==> src/rtl/pps_qualifier_pkg.sv <==
// Shared types and defaults for the GPS 1PPS qualifier.
// Holds the FSM state encoding and the good-interval counter sizing helper.
package pps_qualifier_pkg;

   typedef enum logic [1:0] {
      IDLE    = 2'd0,
      ACQUIRE = 2'd1,
      LOCKED  = 2'd2
   } pps_state_t;

   localparam int DEF_CNTWIDTH   = 27;
   localparam int DEF_MIN_PERIOD = 99_000_000;
   localparam int DEF_MAX_PERIOD = 101_000_000;
   localparam int DEF_LOCK_COUNT = 3;

   // Wide enough to hold the values 0..lock_count inclusive.
   function automatic int good_width(input int lock_count);
      return (lock_count < 1) ? 1 : $clog2(lock_count + 1);
   endfunction

endpackage

==> src/rtl/pulse_sync_edge.sv <==
// Multi-flop synchroniser for an asynchronous level followed by a rising-edge
// detector; rise is high for exactly one clk cycle per synchronised 0->1 step.
module pulse_sync_edge #(
   parameter int STAGES = 2
) (
   input  logic clk,
   input  logic rst_n,
   input  logic din,
   output logic rise
);

   logic [STAGES-1:0] sync_q;
   logic              dly_q;

   // NOTE: non-blocking assignments so every flop samples the pre-edge value of its neighbour.
   always_ff @(posedge clk or negedge rst_n) begin
      if (!rst_n) begin
         sync_q <= '0;
         dly_q  <= 1'b0;
      end else begin
         sync_q <= {sync_q[STAGES-2:0], din};
         dly_q  <= sync_q[STAGES-1];
      end
   end

   assign rise = sync_q[STAGES-1] & ~dly_q;

endmodule

==> src/rtl/pps_qualifier.sv <==
// GPS 1PPS qualifier: synchronises the pulse, checks edge-to-edge intervals
// against a window and strobes once per qualified edge while locked.
// Optional holdover across a single missed pulse: define PPS_QUALIFIER_HOLDOVER_EN.
module pps_qualifier
   import pps_qualifier_pkg::*;
#(
   parameter int SYNC_STAGES = 2,
   parameter int CNTWIDTH    = DEF_CNTWIDTH,
   parameter int MIN_PERIOD  = DEF_MIN_PERIOD,
   parameter int MAX_PERIOD  = DEF_MAX_PERIOD,
   parameter int LOCK_COUNT  = DEF_LOCK_COUNT
) (
   input  logic                clk,
   input  logic                rst_n,
   input  logic                pulse_in,
   input  logic                clear_flags,
   output logic                pulse_strobe,
   output logic                locked,
   output logic                glitch,
   output logic                missing,
   output logic [CNTWIDTH-1:0] period
);

   localparam int                  GW      = good_width(LOCK_COUNT);
   localparam logic [CNTWIDTH-1:0] MIN_C   = CNTWIDTH'(MIN_PERIOD);
   localparam logic [CNTWIDTH-1:0] MAX_C   = CNTWIDTH'(MAX_PERIOD);
   localparam logic [CNTWIDTH-1:0] CNT_ONE = CNTWIDTH'(1);
   localparam logic [GW-1:0]       LOCK_C  = GW'(LOCK_COUNT);
   localparam logic [GW-1:0]       GOOD_ONE = GW'(1);

   pps_state_t          state_q, state_d;
   logic [CNTWIDTH-1:0] cnt_q, cnt_d;
   logic [CNTWIDTH-1:0] period_d;
   logic [GW-1:0]       good_q, good_d;
   logic                strobe_d;
   logic                glitch_set, missing_set;
   logic                rise;
   logic                take_holdover;
   logic [GW-1:0]       good_inc;

   pulse_sync_edge #(.STAGES(SYNC_STAGES)) u_sync (
      .clk   (clk),
      .rst_n (rst_n),
      .din   (pulse_in),
      .rise  (rise)
   );

`ifdef PPS_QUALIFIER_HOLDOVER_EN
   logic hold_q, hold_d;
   // First miss while locked rides through on a synthetic strobe.
   assign take_holdover = (state_q == LOCKED) && !hold_q;
`else
   assign take_holdover = 1'b0;
`endif

   assign good_inc = good_q + GOOD_ONE;
   assign locked   = (state_q == LOCKED);

   // NOTE: every signal driven here gets a default first, so no path can infer a latch.
   always_comb begin
      state_d     = state_q;
      cnt_d       = (cnt_q == '1) ? cnt_q : cnt_q + CNT_ONE;
      good_d      = good_q;
      period_d    = period;
      strobe_d    = 1'b0;
      glitch_set  = 1'b0;
      missing_set = 1'b0;
`ifdef PPS_QUALIFIER_HOLDOVER_EN
      hold_d      = hold_q;
`endif
      unique case (state_q)
         IDLE: begin
            if (rise) begin
               state_d = ACQUIRE;
               cnt_d   = CNT_ONE;
               good_d  = '0;
            end
         end
         ACQUIRE, LOCKED: begin
            if (cnt_q > MAX_C) begin
               missing_set = 1'b1;
               if (take_holdover) begin
                  strobe_d = 1'b1;
                  cnt_d    = CNT_ONE;
`ifdef PPS_QUALIFIER_HOLDOVER_EN
                  hold_d   = 1'b1;
`endif
               end else begin
`ifdef PPS_QUALIFIER_HOLDOVER_EN
                  hold_d = 1'b0;
`endif
                  good_d = '0;
                  // A coincident edge restarts acquisition as IDLE's first edge.
                  if (rise) begin
                     state_d = ACQUIRE;
                     cnt_d   = CNT_ONE;
                  end else begin
                     state_d = IDLE;
                  end
               end
            end else if (rise && (cnt_q < MIN_C)) begin
               glitch_set = 1'b1;
`ifdef PPS_QUALIFIER_HOLDOVER_EN
               if (hold_q) begin
                  state_d = IDLE;
                  good_d  = '0;
                  hold_d  = 1'b0;
               end
`endif
            end else if (rise) begin
               period_d = cnt_q;
               cnt_d    = CNT_ONE;
`ifdef PPS_QUALIFIER_HOLDOVER_EN
               hold_d   = 1'b0;
`endif
               if (state_q == ACQUIRE) begin
                  good_d = good_inc;
                  if (good_inc == LOCK_C) begin
                     state_d  = LOCKED;
                     strobe_d = 1'b1;
                  end
               end else begin
                  strobe_d = 1'b1;
               end
            end
         end
         default: begin
            state_d = IDLE;
            good_d  = '0;
         end
      endcase
   end

   always_ff @(posedge clk or negedge rst_n) begin
      if (!rst_n) begin
         state_q      <= IDLE;
         cnt_q        <= '0;
         good_q       <= '0;
         period       <= '0;
         pulse_strobe <= 1'b0;
         glitch       <= 1'b0;
         missing      <= 1'b0;
      end else begin
         state_q      <= state_d;
         cnt_q        <= cnt_d;
         good_q       <= good_d;
         period       <= period_d;
         pulse_strobe <= strobe_d;
         // Set beats a simultaneous clear.
         glitch       <= glitch_set  | (glitch  & ~clear_flags);
         missing      <= missing_set | (missing & ~clear_flags);
      end
   end

`ifdef PPS_QUALIFIER_HOLDOVER_EN
   always_ff @(posedge clk or negedge rst_n) begin
      if (!rst_n) hold_q <= 1'b0;
      else        hold_q <= hold_d;
   end
`endif

endmodule
==> config.mk <==
export PLATFORM = sky130hd
export DESIGN_NAME = pps_qualifier
export DESIGN_NICKNAME = d
export VERILOG_FILES = /design/src/rtl/pps_qualifier_pkg.sv /design/src/rtl/pulse_sync_edge.sv /design/src/rtl/pps_qualifier.sv
export SDC_FILE = /design/constraint.sdc
export NUM_CORES = 1
export LEC_CHECK = 0
export CORE_AREA = 3 3 114 116
export CTS_CLUSTER_SIZE = 30
export DETAILED_ROUTE_END_ITERATION = 7
export DIE_AREA = 0 0 117 119
export PLACE_DENSITY = 0.55
export SYNTH_ARGS = -nofsm -noshare
export SYNTH_HDL_FRONTEND = slang
export SYNTH_SLANG_ARGS = --single-unit
==> constraint.sdc <==
create_clock -name clk -period 3.95 [get_ports clk]
set_clock_uncertainty 0.2 [all_clocks]
set_input_delay 1.185 -clock clk [delete_from_list [all_inputs] [get_ports clk]]
set_output_delay 1.185 -clock clk [all_outputs]
set_load 0.03 [all_outputs]
# After elaboration in Yosys (flattened, before gate mapping)
# Index checks and enable logic that the tools add are counted.
# totals
ff_bits,64
# op_classes
n_addsub,2
n_lt_le_gt_ge,2
eq_ne,9
muxes,30
n_bitwise,9
n_reduce_logical,6
# ops
cell,count
$mux 27,4
$pmux 27 s2,1
$add 27x1->27 const B,1
$eq 27x27->1 const B,1
$gt 27x27->1 const B,1
$lt 27x27->1 const B,1
$mux 2,11
$mux 1,12
$ne 3x3->1 const B,4
$pmux 2 s2,2
$reduce_and 4->1,2
$reduce_and 5->1,1
$eq 2x2->1 const B,2
$not 1->1,4
$and 1x1->1,3
$add 2x1->2 const B,1
$eq 2x1->1 const B,1
$logic_not 2->1,1
$ne 2x2->1 const B,1
$or 1x1->1,2
$reduce_or 2->1,1
$logic_and 1x1->1,1

# Logic depth before layout (Yosys ltp)
# depth
ltp_word,8
depth_mapped,9
depth_no_buf,7

# Modules after synthesis
# From an unflattened synthesis, not the netlist that was laid out.
# hier_totals
hier_cells,290
hier_area_um2,3159.3
# modules_own_cells
module,n_inst,cells_per_inst,area_each_um2
pps_qualifier,1,286,3070.4
pulse_sync_edge,1,4,88.8

# Worst setup path before layout
# No wires, ideal clock.
# synth_timing
path_type,flip-flop to flip-flop
startpoint,reg cnt_q[6]
endpoint,reg cnt_q[0]
setup_time_ps,126
arrival_ps,2196
required_ps,3624
slack_ps,1428
stages_incl_launch_ff,8
n_path_buf,2
period_less_slack_ps,2522
cell_sequence,dfrtp_1 buf_2 nand4_2 or4_4 or4b_1 buf_6 or3_1 o311a_1
# synth_between
elab_chain_cells,6
elab_cells_between_ends,9
# synth_rtl
element,line,source
"start, declared",pps_qualifier.sv:32,"logic [CNTWIDTH-1:0] cnt_q, cnt_d;"
"start signal, assigned",pps_qualifier.sv:145,cnt_q <= cnt_d;
"parallel branches: the longest is 5 deep, another holds $lt 27x27->1",--,
$pmux 27 s2 (*),pps_qualifier.sv:71,unique case (state_q)
via cnt_d[0],pps_qualifier.sv:32,
# Mark *: on every way through the listed nets, which the timed path passes.
# A chain may end at the register's enable or synchronous reset.

# Worst setup path in the final report
# layout_timing
startpoint,reg state_q[0]
endpoint,out locked
# layout_between
elab_chain_cells,1
# layout_rtl
element,line,source
"start, declared",pps_qualifier.sv:31,"pps_state_t state_q, state_d;"
"start signal, assigned",pps_qualifier.sv:144,state_q <= state_d;
$eq 2x2->1,pps_qualifier.sv:57,assign locked = (state_q == LOCKED);
"end, declared",pps_qualifier.sv:18,"output logic locked,"
# No other way between the ends.

==> summary.txt <==
Power
  • PD cells: 451.8 mW/mm^2
  • Leak: 1.664 nW
  • Worst vdd ir: 0.1982 mV

Layout
  • FF/Latch Area: 0.001602 mm^2
  • Share of layout cells above drive strength 1: 0.1382
  • Most frequent cells in the layout: 64 x dfrtp_1, 36 x nor2_1, 33 x clkdlybuf4s50_1, 20 x nand2_1, 18 x mux2_2
  • Commonest non-fill, non-tap cell in the layout: dfrtp_1
  • Area grow syn2layout: 25.82%
  • Area of the multi-input gates: 0.001398 mm^2
  • Fill count: 1242
  • Antenna Cells: 0
  • Final Util: 0.3279
  • Final nets: 346

STA
  • RSZ-0062 raised after global routing: no
  • Min Tclk post-route: 3.028 ns
  • Fmax: 330.2 MHz
  • Final setup violation count: 0
  • Crit share post-route: 0.7667
  • Max_slew headroom: 0.4555
  • Final hold violation count: 0
  • Final WS setup: 0.9217 ns
  • Worst-margin pin slew: 0.8167 ns
  • Setup TNS: 0 ns
  • Final Slew Violations: 0

Setup path
  • Worst Setup EP: locked
  • Crit-path max cell delay: 0.66 ns
  • Crit end category: primary output
  • Critical path cell sequence: inv_1 > ha_1 > clkdlybuf4s50_1
  • Critical path's top delay family: buffers and inverters
  • Setup CP Type: reg -> out
  • Worst EP arrival: 1.64 ns
  • Worst path bufs/invs: 2
  • RR Startpoint: cnt_q[0]
  • Worst path slowest cell: clkdlybuf4s50_1
  • Worst R2R Path Depth: 6
  • Crit Path Max Fanout: 3
  • Startpoint Class: flop
  • Crit path required time: 2.56 ns
  • Worst path depth: 3
  • R2R setup slack: 1.14 ns
  • Reg-to-reg endpoint: cnt_q[0]
  • CP startpoint: state_q[0]

Clock network
  • H-tree Lvls: 3
  • Worst-Skew Late Latency: 0.33 ns
  • CTS tree: yes
  • CTS Hold Bufs: 0
  • CTS root buf: clkbuf_16
  • Clk sink count: 64
  • CTS buffer count: 9
  • Cts repair resizes: 0
  • Setup bufs post-CTS: 0
  • CTS Buffer Depth: 2
  • Clock Pin Slew Worst Setup and Hold Paths: 0.05 ns

Synthesis
  • Library cells used by synthesis: 48
  • Asr flop ratio synth: 1.000
  • Seq cells post-synth: 64
  • Syn. warnings: 0
  • Top_reg_cell synth: dfrtp_1
  • Post-synthesis sequential area ratio: 0.5116
  • Post-synthesis compound-gate area fraction: 0.06155
  • Mean Syn Cell Area: 10.44 um^2
  • Adder-Cell Fraction of Synth Area: 0.02798
  • Largest family of logic cells by synthesized area: simple AND/OR/NAND/NOR gates
  • Synth Cell Area: 0.003131 mm^2
  • Synth Area in Simple Gates: 0.1966
  • Number of flops mapped to enable cells by yosys: 0
  • Post-synthesis xor/xnor area fraction: 0.05875
  • Post-Syn Instances: 300
  • Syn Nets: 311
  • Mux cell area share after synthesis: 0.1015

Placed design
  • Worst slack at placement: 1.149 ns
  • Final HPWL DP: 4838 um
  • Routability cong.: 0.8567
  • IO Port Bufs: 34

Routing
  • Drt first pass iters: 4
  • Via Count: 2295
  • Via/cell ratio: 4.713
  • WL final: 6864 um
  • Antenna-violating nets left: 0
  • DRT iter0 DRCs: 95
  • Routed WL per cell: 14.09 um
  • DRC errors left: 0

Global route
  • Vias in the first global route: 2332
  • Global route total overflow: 0
  • Gr usage total: 0.1069
  • First-pass GRT wire length: 11740 um
  • Number of antenna violations at the first check in global routing: 0
  • Largest net degree at the start of global routing: 34

Die
  • Die area: 0.01392 mm^2
  • Die width: 117 um
  • Num ports: 35
  • Rows: 40
  • Core box area: 0.01201 mm^2
  • Die height: 119 um
  • Initial Util: 0.2606

Hold path
  • Worst Hold Class: reg -> reg

Outcome
  • Status: finished clean

Job
  • Max Cap Viol: 0
==> cell type report <==
type / instances / share of cell area
flip-flops and latches: 64 / 0.4066
multi-input cells: 205 / 0.3548
repair buffers: 40 / 0.09975
clock buffers: 10 / 0.06067
well taps: 147 / 0.04670
clock inverters: 6 / 0.01715
inverters: 15 / 0.01429
==> synthesized netlist by cell type (7+ instances only) <==
library cell  number  share of area
nand3_1           16          0.026
nor3_1            12          0.019
dfrtp_1           64           0.51
o21ai_0            7          0.011
mux2i_1            7          0.022
ha_1               7          0.028
xor2_1             7          0.020
xnor2_1           14          0.039
nor2_1            36          0.043
clkbuf_1           9          0.011
mux2_2            18          0.065
nand2_1           20          0.024
inv_1             15          0.018
==> flip-flops by register name, indices dropped and copies added, names as in the netlist <==
| register | cells |
|---|---|
| missing | 1 |
| period | 27 |
| u_sync.sync_q | 2 |
| u_sync.dly_q | 1 |
| good_q | 2 |
| pulse_strobe | 1 |
| cnt_q | 27 |
| glitch | 1 |
| state_q | 2 |
==> cell families (layout without fill, tap and decap cells) <==
logic type	Yosys count	after routing
buf+inv	31	71
flops	64	64
fa+ha+maj	7	7
mux	29	29
xor+xnor	21	21
simple gates	118	118
compound gates	30	30
==> worst min path at each step <==
stage,startpoint,end,slack (ns),cells after the start
3_5_place_dp,u_sync.sync_q[0],u_sync.sync_q[1],0.14,0
5_1_grt,u_sync.sync_q[0],u_sync.sync_q[1],0.16,0
4_1_cts,u_sync.sync_q[0],u_sync.sync_q[1],0.15,0
2_1_floorplan,u_sync.sync_q[0],u_sync.sync_q[1],0.13,0
6_report,u_sync.sync_q[0],u_sync.sync_q[1],0.15,0
3_3_place_gp,u_sync.sync_q[0],u_sync.sync_q[1],0.14,0
==> worst register-to-register path: cells and delay by family, from the launching register on <==
kind            cells  cell delay, ns
simple gates        4            1.70
flops               1            0.45
fa+ha+maj           1            0.22
compound gates      1            0.12
==> stage by stage <==
stage | hold WS (ns) | power, mW | area [um^2] | instances
CTS | 0.1545 | 1.810 | 3939 | 487
global route | 0.1595 | 1.870 | 3939 | 487
detailed placement | 0.1427 | 0.9927 | 3632 | 471
finish | 0.1494 | 1.779 | 3939 | 487
global placement | 0.1398 | 0.9825 | 3632 | 471
floorplan | 0.1312 | 0.9050 | 3131 | 300
==> where the power goes <==
part           internal, mW  switching [mW]  total [mW]  leakage (nW)
registers             0.691          0.0428       0.734         0.879
logic                0.0902           0.153       0.243         0.639
clock network         0.507           0.296       0.803         0.145
==> routing by layer <==
metal	vias to the layer above	wire, um	GRT usage	share of wire
met5	-	0	0	0
met4	0	97	0.04444	0.014
met3	9	274	0.03049	0.040
met2	44	3143	0.1579	0.46
met1	1128	3348	0.1455	0.49
li1	1114	-	-	-
Power figures use the tool's default switching activity.
==> variant 1, RTL diff (same settings) <==
Re-encode `pps_state_t` (3 states) as one-hot, 3 bits wide.
--- a/src/rtl/pps_qualifier_pkg.sv
+++ b/src/rtl/pps_qualifier_pkg.sv
@@ -3,8 +3,8 @@
 package pps_qualifier_pkg;
 
-   typedef enum logic [1:0] {
-      IDLE    = 2'd0,
-      ACQUIRE = 2'd1,
-      LOCKED  = 2'd2
+   typedef enum logic [2:0] {
+      IDLE    = 3'b001,
+      ACQUIRE = 3'b010,
+      LOCKED  = 3'b100
    } pps_state_t;
 
Function: same outputs for any inputs over 10 cycles, from zero or initial values and one cycle with rst_n low; not proved beyond that.
==> variant 1 against the original RTL <==
Non-clock buffer count is 4 lower; synthesized area is 1.1% higher; cell area is 0.83% higher; power is 3.3% higher; first-iteration DRC count is 9.5% lower; maximum frequency is 7.2% lower; wire length is 3.8% lower; setup slack worse by 230 ps; register-to-register slack worse by 20 ps; sequential cell count is 1 higher; critical path type unchanged; largest cell class unchanged.
==> variant 1: results (changes against the original RTL) <==
Outcome
The flow ran to the end, and the final reports show no timing, DRC or antenna violations.

Placed design
The final HPWL from detailed placement is 4.58 mm (-5.4%). The routability congestion estimate from global placement is 0.803 (-6.3%). The count of buffers inserted at the top-level ports is 34 (unchanged).

Logic synthesis
The number of flops mapped to enable cells by yosys is 0 (unchanged). The most used flip-flop cell after synthesis is sky130_fd_sc_hd__dfrtp_1. Yosys attributes the largest share of cell area to sky130_fd_sc_hd__dfrtp_1, sky130_fd_sc_hd__mux2_4, sky130_fd_sc_hd__xor2_1. The post-synthesis sequential area ratio is 51.4% (+0.26 points).

The share of flip-flops with an asynchronous set or reset is 100% (unchanged). The number of distinct library cells after synthesis was 47 (-2.1%). The post-synthesis net count is 293 (-5.8%). After synthesis, the most frequently instantiated cells are sky130_fd_sc_hd__dfrtp_1, sky130_fd_sc_hd__nor2_1, sky130_fd_sc_hd__nand2_1, sky130_fd_sc_hd__xor2_1, sky130_fd_sc_hd__mux2_4.

Global routing
The first-pass GRT wire length is 11.3 mm (-3.3%). The maximum number of pins on one net before global-route repair was 66 (+94%). The global-route total usage across every layer came to 10.3% (-0.38 points). The met3 layer usage reported by global route is 3.25% (+0.20 points). The number of global-route vias before repair is 2265 (-2.9%).

The met1 routing resource usage after global routing is 14.1% (-0.49 points). The met2 track utilization from global routing was 15.1% (-0.64 points). The number of antenna violations at the first check in global routing is 0 (unchanged).

Cells and area
The diode insertion count for antenna repair is 0 (unchanged). The share of final-layout standard cells stronger than drive strength 1 is 14.2% (+0.42 points). In the final layout, the registers with the most flip-flops are cnt_q (27), period (27), state_q (3). The number of nets in the layout is 332 (-4.0%).

Drt
The ratio of routed vias to standard cells was 4.60 (-2.4%). The sum of met2 wire segment lengths after detailed routing is 3.12 mm (-0.76%). The met3 wirelength from detailed routing was 296 um (+8.0%). The number of violations reported at the end of detailed-routing iteration 0 is 86 (-9.5%).

The routed metal-1 wirelength is 3.09 mm (-7.9%). Signal routing reaches up to met4. The total wire length after detailed routing came to 6.61 mm (-3.8%).

CTS
The number of buffers added by the clock tree synthesis step is 9 (unchanged). The deepest level of the CTS H-tree is 3 (unchanged). The clock latency reported for the late side of the worst-skew pair was 330 ps (about the same). The register clock-pin slew on the reported worst setup and hold paths was 50 ps (about the same).

Timing
The actual transition at the worst max-transition pin is 818 ps (+0.788 ps).

Critical path
The critical path arrival is 1880 ps (+240 ps). The worst stage delay on the critical path was 750 ps (+90 ps). The biggest fanout along the worst timing path was 6 (+3).

On the critical path, the stage with the largest delay is an instance of sky130_fd_sc_hd__clkdlybuf4s50_1.

Pwr
The largest voltage drop on the vdd net is 234 uV (+18%). The static leakage power was 1.78 nW (+7.0%).
==> variant 1: metrics by stage <==
step	power (W)	instance area, um^2	utilization [%]	setup slack [ps]	std cells
after global placement	0.000983	3640	30.3	1040	461
after detailed placement	0.000988	3640	30.3	1020	461
after floorplan	0.000914	3170	-	1300	286
after CTS	0.00187	3970	33.1	660	477
after global routing	0.00193	3970	33.1	528	477
final	0.00184	3970	33.1	688	477
==> variant 1: cell families (layout without fill, tap and decap cells) <==
group,count (synthesis),in the layout,synth area share [%]
fa+ha+maj,3,3,1.19
buf+inv,20,64,3.28
simple gates,118,118,19.9
xor+xnor,25,25,6.92
flops,65,65,51.4
compound gates,26,26,5.57
mux,29,29,11.7
==> variant 1: critical path, delay by kind of cell (launching register included) <==
family,cells,cell delay [ps]
buffers and inverters,1,750
DFF,1,430
and+or+nand+nor,1,380
==> variant 1: power breakdown <==
part           switching [W]  internal, W
logic               0.000123    0.0000849
clock network       0.000278     0.000584
registers          0.0000606     0.000708
total               0.000462      0.00138
==> variant 1: final timing paths <==
kind                                  start                to  slack, ps
setup reg to reg                  cnt_q[20]         period[8]       1120
max in group asynchronous             rst_n        state_q[1]       2180
hold reg to reg            u_sync.sync_q[0]  u_sync.sync_q[1]        150
hold / removal             u_sync.sync_q[0]  u_sync.sync_q[1]        150
min in group asynchronous             rst_n        period[10]        840
setup / recovery                 state_q[1]            locked        690
==> variant 1: final cells by class <==
cell class | instances | area, um^2
clock buffers | 11 | 253
flip-flops and latches | 65 | 1630
repair buffers | 36 | 350
well taps | 147 | 184
clock inverters | 5 | 77.6
multi-input cells | 201 | 1430
inverters | 12 | 45.0
fillers | 1217 | 8040
==> variant 2, RTL diff (config.mk and constraints unchanged) <==
Without the edit above. Build with the macro `PPS_QUALIFIER_HOLDOVER_EN` defined.
--- a/src/rtl/pps_qualifier.sv
+++ b/src/rtl/pps_qualifier.sv
@@ -2,4 +2,6 @@
 // against a window and strobes once per qualified edge while locked.
 // Optional holdover across a single missed pulse: define PPS_QUALIFIER_HOLDOVER_EN.
+`define PPS_QUALIFIER_HOLDOVER_EN
+
 module pps_qualifier
    import pps_qualifier_pkg::*;
Formal check against the unedited RTL: same outputs for any inputs over 10 cycles, from zero or initial values and one cycle with rst_n low; that may be too few to reach the edited logic, so the function may still have changed.
==> variant 2 against the original RTL <==
Synthesized area rose by 5.5%; cell area up 3.3%; sequential cell count up 1; global-route usage increased by 1.1 points; maximum frequency down 2.9%; wire length rose by 8.8%; hold slack better by 10 ps; first-iteration DRC count up 56%; sequential share of layout area fell by 0.69 points; cell count rose by 11%; setup slack lost 91 ps; critical path type unchanged.
Power is not compared: it rests on default switching activity, and its combinational part moved more than twofold at a synthesized area within 25%.
==> variant 2: results (changes against the original RTL) <==
Outcome
The run finished with clean final reports.

Logic synthesis
Counting instances in the post-synthesis netlist gives the leading cell types as sky130_fd_sc_hd__nand2_1, sky130_fd_sc_hd__dfrtp_1, sky130_fd_sc_hd__nor2_1, sky130_fd_sc_hd__xnor2_1, sky130_fd_sc_hd__inv_1. By area the synthesized netlist is led by sky130_fd_sc_hd__dfrtp_1, sky130_fd_sc_hd__nand2_1, sky130_fd_sc_hd__nor2_1. The number of distinct library cells after synthesis is 46 (-4.2%).

The number of cells produced by synthesis is 357 (+19%). The post-synthesis net count is 369 (+19%). The post-synthesis sequential area ratio is 49.2% (-1.9 points).

Cells and area
The share of final-layout standard cells stronger than drive strength 1 came to 9.95% (-3.9 points). The number of nets in the layout is 399 (+15%). The sequential cell count is 65 (+1.6%). The post-route non-filler standard cell count is 539 (+11%).

The non-clock buffer count in the final layout came to 39 (-2.5%). The proportion of cell area spent on the clock network is 8.09% (+0.30 points). The count of inverters not on the clock network in the layout came to 12 (-3). The number of fill cells in the layout is 1252 (+0.81%).

The total number of multi-input combinational cells is 260 (+27%). The relative area of non-clock buffer cells in the final design is 9.16% (-0.81 points).

Placed design
The final HPWL from detailed placement is 5.27 mm (+8.9%). The routability congestion estimate from global placement came to 0.901 (+5.2%). The instance area after placement is 3740 um^2 (+3.0%).

Global routing
The met2 track utilization from global routing is 17.5% (+1.7 points). The number of global-route vias before repair came to 2606 (+12%). The met3 layer usage reported by global route came to 3.61% (+0.56 points). The global-route total usage across every layer is 11.8% (+1.1 points).

The maximum number of pins on one net before global-route repair is 38 (+12%). The met1 routing resource usage after global routing is 16.5% (+1.9 points). The first-pass GRT wire length is 13.1 mm (+12%).

Critical path
The worst stage delay on the critical path was 680 ps (+20 ps). The worst register-to-register path begins at cnt_q[19]. The critical path arrival is 1730 ps (+90 ps). The setup slack of the most critical reg-to-reg path is 1090 ps (-50 ps). The biggest fanout along the worst timing path came to 4 (+1).

Drt
The routed metal-1 wirelength came to 3.69 mm (+10%). The routed wire length per instance came to 13.9 um (-1.7%). The number of violations reported at the end of detailed-routing iteration 0 is 148 (+56%).

The sum of met2 wire segment lengths after detailed routing is 3.32 mm (+5.8%). The met3 wirelength from detailed routing is 337 um (+23%). The ratio of routed vias to standard cells is 4.76 (+1.0%).

Timing
The remaining max-slew budget at the tightest pin was 62.7% (+17 points).

CTS
The buffer levels on the longest clock path is 2 (unchanged).
## variant 2: changes by cell type in the layout (fill, tap and decap cells not counted), sizes merged, moves of 3 or more
cell	delta
inv	-3
and4	+6
a21oi	+5
nor3	-4
a31oi	-3
nand4	+7
nor2	+8
mux2i	-6
mux2	-18
a21o	+4
nand3	-10
and3	+5
o21ai	+4
nand2	+60
## variant 2: stage by stage
stage                     util [%]  total power, W  worst slack [ps]  hold slack, ps
after floorplan                  -         0.00122              1400             131
after global placement        31.1         0.00139              1160             140
after detailed placement      31.1         0.00140              1110             149
after CTS                     33.9         0.00228               810             163
after global routing          33.9         0.00238               727             167
final                         33.9         0.00225               831             160
## variant 2: cell families after synthesis
kind of cell	count (synthesis)	share of synthesized area, %
XOR/XNOR	23	6.55
AO/OA/AOI/OAI	37	6.86
buffers and inverters	32	5.00
flip-flops	65	49.2
AND/OR/NAND/NOR	187	27.4
adder cells (fa/ha/maj)	8	3.03
multiplexers	5	1.89
## variant 2: power groups by stage
| stage | logic [W] | registers (W) | clock network, W |
|---|---|---|---|
| after floorplan | 0.000383 | 0.000833 | 0 |
| after global placement | 0.000600 | 0.000789 | 0 |
| after detailed placement | 0.000610 | 0.000792 | 0 |
| after CTS | 0.000611 | 0.000781 | 0.000889 |
| after global routing | 0.000672 | 0.000790 | 0.000914 |
| final | 0.000603 | 0.000780 | 0.000866 |
## variant 2: final timing paths
check                                   end  cells past startpoint
max                                  locked                      3
min                        u_sync.sync_q[1]                      0
max reg2reg                      period[10]                      8
min reg2reg                u_sync.sync_q[1]                      0
max in group asynchronous          cnt_q[4]                      2
min in group asynchronous        period[14]                      1
